## src/rtl/tick_gen_pkg.sv

```systemverilog
// Shared constants and types for the multi-channel tick generator.
// Default divisors assume a 100 MHz system clock.
package tick_gen_pkg;

    localparam int CNT_W_DEF = 32;

    localparam logic [31:0] DIV_1HZ  = 32'd100_000_000;
    localparam logic [31:0] DIV_2HZ  = 32'd50_000_000;
    localparam logic [31:0] DIV_1KHZ = 32'd100_000;

    typedef enum logic {
        CFG_IDLE = 1'b0,
        CFG_PEND = 1'b1
    } cfg_state_t;

    // Channel-select width, never narrower than one bit.
    function automatic int ch_width(input int num_ch);
        return (num_ch > 1) ? $clog2(num_ch) : 1;
    endfunction

endpackage

```

## src/rtl/tick_gen_multi_if.sv

```systemverilog
// Divisor-update port of the tick generator: valid/ready request plus an
// error pulse for rejected requests.
interface tick_gen_multi_if
    import tick_gen_pkg::*;
#(
    parameter int NUM_CH = 3,
    parameter int CNT_W  = CNT_W_DEF
);
    localparam int CH_W = ch_width(NUM_CH);

    logic             cfg_valid;
    logic             cfg_ready;
    logic [CH_W-1:0]  cfg_ch;
    logic [CNT_W-1:0] cfg_div;
    logic             cfg_err;

    modport master (
        output cfg_valid, cfg_ch, cfg_div,
        input  cfg_ready, cfg_err
    );

    modport slave (
        input  cfg_valid, cfg_ch, cfg_div,
        output cfg_ready, cfg_err
    );

endinterface

```

## src/rtl/tick_gen_ch.sv

```systemverilog
// One tick channel: free-running counter, reloadable divisor and, with
// TICK_GEN_SQUARE_EN defined, a square-wave flop toggled on every tick.
module tick_gen_ch
    import tick_gen_pkg::*;
#(
    parameter int               CNT_W   = CNT_W_DEF,
    parameter logic [CNT_W-1:0] DIV_RST = 1
) (
    input  logic             sys_clk,
    input  logic             rst_n,
    input  logic             en,
    input  logic             sync_clr,
    input  logic             load,
    input  logic [CNT_W-1:0] load_div,
    output logic             wrap,
    output logic             tick_en
`ifdef TICK_GEN_SQUARE_EN
    ,
    output logic             tick_sq
`endif
);

    logic [CNT_W-1:0] cnt_reg, cnt_next;
    logic [CNT_W-1:0] div_reg, div_next;
    logic             tick_reg, tick_next;

    // Wrap is exported so the config FSM can time a glitch-free reload.
    assign wrap = en && (cnt_reg == div_reg - CNT_W'(1));

    always_comb begin
        div_next  = load ? load_div : div_reg;
        tick_next = wrap && !sync_clr;
        if (sync_clr || load || wrap) begin
            cnt_next = '0;
        end else if (en) begin
            cnt_next = cnt_reg + CNT_W'(1);
        end else begin
            cnt_next = cnt_reg;
        end
    end

    always_ff @(posedge sys_clk or negedge rst_n) begin
        if (!rst_n) begin
            cnt_reg  <= '0;
            div_reg  <= DIV_RST;
            tick_reg <= 1'b0;
        end else begin
            cnt_reg  <= cnt_next;
            div_reg  <= div_next;
            tick_reg <= tick_next;
        end
    end

    assign tick_en = tick_reg;

`ifdef TICK_GEN_SQUARE_EN
    logic sq_reg;

    always_ff @(posedge sys_clk or negedge rst_n) begin
        if (!rst_n) begin
            sq_reg <= 1'b0;
        end else if (sync_clr) begin
            sq_reg <= 1'b0;
        end else begin
            sq_reg <= sq_reg ^ tick_next;
        end
    end

    assign tick_sq = sq_reg;
`endif

endmodule

```

## src/rtl/tick_gen_multi.sv

```systemverilog
// Multi-channel tick generator with run-time divisor reload; optional square
// outputs are enabled by defining TICK_GEN_SQUARE_EN.
module tick_gen_multi
    import tick_gen_pkg::*;
#(
    parameter int                      NUM_CH  = 3,
    parameter int                      CNT_W   = CNT_W_DEF,
    parameter logic [NUM_CH*CNT_W-1:0] DIV_RST = {DIV_1KHZ, DIV_2HZ, DIV_1HZ}
) (
    input  logic              sys_clk,
    input  logic              rst_n,
    input  logic              en,
    input  logic              sync_clr,
    tick_gen_multi_if.slave   cfg,
    output logic [NUM_CH-1:0] tick_en
`ifdef TICK_GEN_SQUARE_EN
    ,
    output logic [NUM_CH-1:0] tick_sq
`endif
);

    localparam int CH_W = ch_width(NUM_CH);

    cfg_state_t       state_reg;
    logic [CH_W-1:0]  pend_ch_reg;
    logic [CNT_W-1:0] pend_div_reg;
    logic             ready_reg;
    logic             err_reg;

    logic [NUM_CH-1:0] wrap;
    logic [NUM_CH-1:0] sel;
    logic [NUM_CH-1:0] load;
    logic              req_bad;

    assign req_bad = (int'(cfg.cfg_ch) >= NUM_CH) || (cfg.cfg_div == '0);

    genvar gi;
    generate
        for (gi = 0; gi < NUM_CH; gi++) begin : g_ch
            // A held or realigned counter has no wrap to wait for, so the
            // reload goes in at once in those cases.
            assign sel[gi]  = (state_reg == CFG_PEND) && (pend_ch_reg == CH_W'(gi));
            assign load[gi] = sel[gi] && (wrap[gi] || !en || sync_clr);

            tick_gen_ch #(
                .CNT_W   (CNT_W),
                .DIV_RST (DIV_RST[gi*CNT_W +: CNT_W])
            ) u_ch (
                .sys_clk  (sys_clk),
                .rst_n    (rst_n),
                .en       (en),
                .sync_clr (sync_clr),
                .load     (load[gi]),
                .load_div (pend_div_reg),
                .wrap     (wrap[gi]),
                .tick_en  (tick_en[gi])
`ifdef TICK_GEN_SQUARE_EN
                ,
                .tick_sq  (tick_sq[gi])
`endif
            );
        end
    endgenerate

    always_ff @(posedge sys_clk or negedge rst_n) begin
        if (!rst_n) begin
            state_reg    <= CFG_IDLE;
            pend_ch_reg  <= '0;
            pend_div_reg <= '0;
            ready_reg    <= 1'b1;
            err_reg      <= 1'b0;
        end else begin
            err_reg <= 1'b0;
            case (state_reg)
                CFG_IDLE: begin
                    if (cfg.cfg_valid && ready_reg) begin
                        if (req_bad) begin
                            err_reg <= 1'b1;
                        end else begin
                            state_reg    <= CFG_PEND;
                            pend_ch_reg  <= cfg.cfg_ch;
                            pend_div_reg <= cfg.cfg_div;
                            ready_reg    <= 1'b0;
                        end
                    end
                end
                CFG_PEND: begin
                    if (|load) begin
                        state_reg <= CFG_IDLE;
                        ready_reg <= 1'b1;
                    end
                end
                default: begin
                    state_reg <= CFG_IDLE;
                    ready_reg <= 1'b1;
                end
            endcase
        end
    end

    assign cfg.cfg_ready = ready_reg;
    assign cfg.cfg_err   = err_reg;

endmodule
```

## src/flat_wrapper.sv

```systemverilog
// flat-port wrapper written by rule: the top's interface ports become plain ports
module tick_gen_multi_flat import tick_gen_pkg::*;
#(
    parameter int                      NUM_CH  = 3,
    parameter int                      CNT_W   = CNT_W_DEF,
    parameter logic [NUM_CH*CNT_W-1:0] DIV_RST = {DIV_1KHZ, DIV_2HZ, DIV_1HZ}
)
  (sys_clk, rst_n, en, sync_clr, tick_en, cfg_cfg_valid, cfg_cfg_ch, cfg_cfg_div, cfg_cfg_ready, cfg_cfg_err);
  tick_gen_multi_if #(.NUM_CH(NUM_CH), .CNT_W(CNT_W)) cfg_i ();
  input  logic sys_clk;
  input  logic rst_n;
  input  logic en;
  input  logic sync_clr;
  output logic [NUM_CH-1:0] tick_en;
  input wire logic [$bits(cfg_i.cfg_valid)-1:0] cfg_cfg_valid;
  input wire logic [$bits(cfg_i.cfg_ch)-1:0] cfg_cfg_ch;
  input wire logic [$bits(cfg_i.cfg_div)-1:0] cfg_cfg_div;
  output wire logic [$bits(cfg_i.cfg_ready)-1:0] cfg_cfg_ready;
  output wire logic [$bits(cfg_i.cfg_err)-1:0] cfg_cfg_err;
  assign cfg_i.cfg_valid = cfg_cfg_valid;
  assign cfg_i.cfg_ch = cfg_cfg_ch;
  assign cfg_i.cfg_div = cfg_cfg_div;
  assign cfg_cfg_ready = cfg_i.cfg_ready;
  assign cfg_cfg_err = cfg_i.cfg_err;
  tick_gen_multi #(.NUM_CH(NUM_CH), .CNT_W(CNT_W), .DIV_RST(DIV_RST)) u_core (.sys_clk(sys_clk), .rst_n(rst_n), .en(en), .sync_clr(sync_clr), .cfg(cfg_i), .tick_en(tick_en));
endmodule
```

## config.mk

```make
export PLATFORM = sky130hd
export DESIGN_NAME = tick_gen_multi_flat
export DESIGN_NICKNAME = d
export VERILOG_FILES = /design/src/rtl/tick_gen_pkg.sv /design/src/rtl/tick_gen_multi_if.sv /design/src/rtl/tick_gen_ch.sv /design/src/rtl/tick_gen_multi.sv /design/src/flat_wrapper.sv
export SDC_FILE = /design/constraint.sdc
export NUM_CORES = 1
export LEC_CHECK = 0
export BUFFER_PORTS_ARGS = -buffer_cell sky130_fd_sc_hd__buf_2
export CAP_MARGIN = 10
export CORE_UTILIZATION = 45
export DETAILED_ROUTE_END_ITERATION = 10
export HOLD_SLACK_MARGIN = 0.03
export SYNTH_ARGS = -nofsm -noshare
export SYNTH_HDL_FRONTEND = slang
export SYNTH_SLANG_ARGS = --single-unit
```

## constraint.sdc

```tcl
create_clock -name sys_clk -period 5.5 [get_ports sys_clk]
set_input_delay 0.275 -clock sys_clk [delete_from_list [all_inputs] [get_ports sys_clk]]
set_output_delay 0.275 -clock sys_clk [all_outputs]
set_load 0.1 [all_outputs]
```

==> impl_metrics.yaml <==
placement:
  io_buffers: 43
  dp_slack_ns: 0.976
  post-dp-hpwl_mm: 25.5
  place.gp.congestion: 0.900
finish:
  layout_common_cells: "dfrtp_1, nor2_1, mux2_2"
  multi_input_area_um2: 7330
  nets: 1440
  synthToLayoutAreaGrowth_pct: 12.3
  nFillCells: 2732
  layout_commonest_cell: "dfrtp_1"
  regArea_um2: 5840
  drive_gt1_share_pct: 20.1
synthesis:
  seq_area_frac_synth_pct: 43.0
  synthDistinctLibCells: 78
  synth_edf_count: 0
  synth-seq-cells: 232
  async_flop_share_pct: 100
  synth-main-ff-cell: "dfrtp_1"
  ys.warnings.count: 0
  synth_nets: 1395
  syn_avg_cell_area_um2: 10.1
  synth_cells: 1350
  netlist_area_um2: 13600
setup_path:
  critPathSlowestCell: "or4b_2"
  cp.required_ns: 5.93
  slowest_delay_ns: 0.74
  critPathKind: "reg2reg"
  crit_chain: "inv_1 -> ha_1 -> or4b_2 -> nor4_1 -> nand3_1 -> xnor2_1 -> or4_1 -> nor4_4 -> a21oi_4 -> nor2_8 -> mux2_2"
  critPathLaunchType: "register"
  crit_family: "simple AND/OR/NAND/NOR gates"
  cp.arrival_ns: 4.96
  critPathCaptureType: "register"
  critPathBufInv: 1
  crit_fanout: 34
power_and_ir_drop:
  power_leakage_uw: 0.00602
  clkPwrFrac_pct: 24.8
  switching_power_uw: 2780
  p_int_uw: 4580
  vdd_drop_max_uv: 252
  power_per_cell_area_nw_per_um2: 482
  seq_power_share_pct: 43.4
  swShare_pct: 37.7
  p_comb_share_pct: 31.8
timing:
  hold_viol: 0
  slew_viol_final: 0
  grt_setup_unrepaired: "no"
  slew_headroom_pct: 31.7
  tightest_slew_ns: 1.02
  max_freq_ghz: 0.221
  setup_slack_ns: 0.965
  period_needed_ns: 4.53
  timing.setup.tns_ns: 0
  finalSetupViolCount: 0
  fin_crit_sh_pct: 82.5
  finalClockSkew_ns: 0.0114
global_route:
  grt_pass1_vias: 9841
  overflow: 0
  grt_pass1_wl_mm: 56.5
  grt_usage_pct: 23.3
  grt_max_degree: 127
  antenna_found_initial: 0
die:
  die_y_um: 176
  start_util_pct: 45.8
  placementRows: 63
  core_area_um2: 29600
  die_area_um2: 30900
  ios: 44
  die_x_um: 176
run_status:
  status: "complete, no violations"
clock_network:
  clk_latency_ns: 0.55
  cts_setup_buffers: 0
  cts.sink_count: 232
  cts_tree: "built"
  clock_path_buffers: 3
  cts-resized-gates: 0
  numCtsBuffers: 28
  cts_max_level: 1
  hold_buffers: 33
  path_clk_slew_ns: 0.06
  cts-root-buf: "clkbuf_16"
drt:
  routed.top_layer: "met4"
  totalWireLength_mm: 34.8
  dr.pass1.iters: 5
  dr.first_iter.drc_count: 778
  wirelength_met1_mm: 16.7
  viasPerCell: 5.71
  wl_per_cell_um: 19.3
  drc: 0
  ant_nets: 0
  wl_met3_mm: 1.33
  dr_total_vias: 10300
  met2WireLength_mm: 15.5
job:
  max-cap-violations: 0
worst_hold_path:
  hold_path.class: "in2reg"
[routing by layer]
layer / vias to the layer above / track usage, %
li1: 4911 / -
met1: 5105 / 34.2
met2: 238 / 35.9
met3: 64 / 2.14
met4: 0 / 8.04
met5: - / 0
[area by class of cell]
cell class | instances | area share [%]
Clock inverter | 14 | 0.796
Clock buffer | 38 | 5.24
Sequential cell | 232 | 38.3
Antenna cell | 1 | 0.0164
Inverter | 14 | 0.344
Tap cell | 390 | 3.20
Timing Repair Buffer | 84 | 4.04
Multi-Input combinational cell | 1035 | 48.1
[power groups by stage]
stage / combinational (µW) / sequential, µW / clock, µW
2_1_floorplan: 2030 / 2760 / 0
3_3_place_gp: 2270 / 3190 / 0
3_5_place_dp: 2310 / 3210 / 0
4_1_cts: 2340 / 3180 / 1860
5_1_grt: 2580 / 3270 / 1930
6_report: 2340 / 3190 / 1820
[worst paths after layout]
path | endpoint | depth (start not counted) | start | slack (ns)
setup / recovery | u_core.g_ch[2].u_ch.div_reg[21]$_DFFE_PN0P_ | 11 | u_core.g_ch[2].u_ch.div_reg[0]$_DFFE_PN0P_ | 0.97
hold / removal | u_core.pend_div_reg[15]$_DFFE_PN0P_ | 2 | cfg_cfg_div[15] | 0.04
setup reg to reg | u_core.g_ch[2].u_ch.div_reg[21]$_DFFE_PN0P_ | 11 | u_core.g_ch[2].u_ch.div_reg[0]$_DFFE_PN0P_ | 0.97
hold reg to reg | u_core.g_ch[0].u_ch.div_reg[31]$_DFFE_PN0P_ | 1 | u_core.g_ch[0].u_ch.div_reg[31]$_DFFE_PN0P_ | 0.53
max in group asynchronous | u_core.g_ch[0].u_ch.cnt_reg[6]$_DFFE_PN0P_ | 3 | rst_n | 3.74
min in group asynchronous | u_core.g_ch[2].u_ch.cnt_reg[3]$_DFFE_PN0P_ | 2 | rst_n | 0.43
[cell families after synthesis]
family                     share of synthesized area (%)
xor gates and xnor gates                            13.1
muxes                                               11.8
DFF                                                 43.0
adders and majority gates                          0.553
AOI/OAI and AO/OA                                   6.01
buffers and inverters                               3.09
and+or+nand+nor                                     22.4
[worst register-to-register path, cell delays in order (launching register included)]
cell and delay [ns]:
dfrtp_1 0.44, inv_1 0.10, ha_1 0.26, or4b_2 0.74
nor4_1 0.45, nand3_1 0.21, xnor2_1 0.20, or4_1 0.55
nor4_4 0.39, a21oi_4 0.18, nor2_8 0.48, mux2_2 0.43
[cells in the mapped netlist (6+ instances only)]
master	number	share of area [%]
nand2b_1	16	0.74
nand3_1	57	2.1
and2_1	9	0.41
a21oi_1	19	0.70
and4_1	9	0.58
or2_2	7	0.32
a31oi_1	9	0.41
nand2_1	79	2.2
ha_1	6	0.55
clkbuf_1	44	1.2
buf_4	6	0.33
a211oi_1	7	0.39
buf_6	10	0.83
inv_1	14	0.39
dfstp_2	31	6.0
xor2_1	103	6.6
nand3b_1	12	0.66
nor3_1	44	1.6
mux2i_1	10	0.74
or4_1	13	0.72
nand4_1	30	1.4
mux2_2	126	10
xnor2_1	100	6.4
o21ai_0	17	0.63
and3_1	20	0.92
buf_2	8	0.29
or3_1	24	1.1
nor4_1	37	1.7
dfrtp_1	201	37
nor4b_1	8	0.52
nor2_1	159	4.4
nor2b_1	11	0.51
[per-stage QoR]
stage	hold slack (ns)	instance area [µm²]	instances	utilization, %	total power, µW
after floorplan	-0.0206	13600	1350	-	4790
after global placement	0.446	14000	1722	47.2	5460
after detailed placement	0.451	14000	1722	47.2	5520
after CTS	0.0331	15300	1807	51.5	7390
after global routing	0.0433	15300	1807	51.5	7790
final	0.0449	15300	1808	51.5	7360
Note: power is estimated with default switching activity, not from simulation.
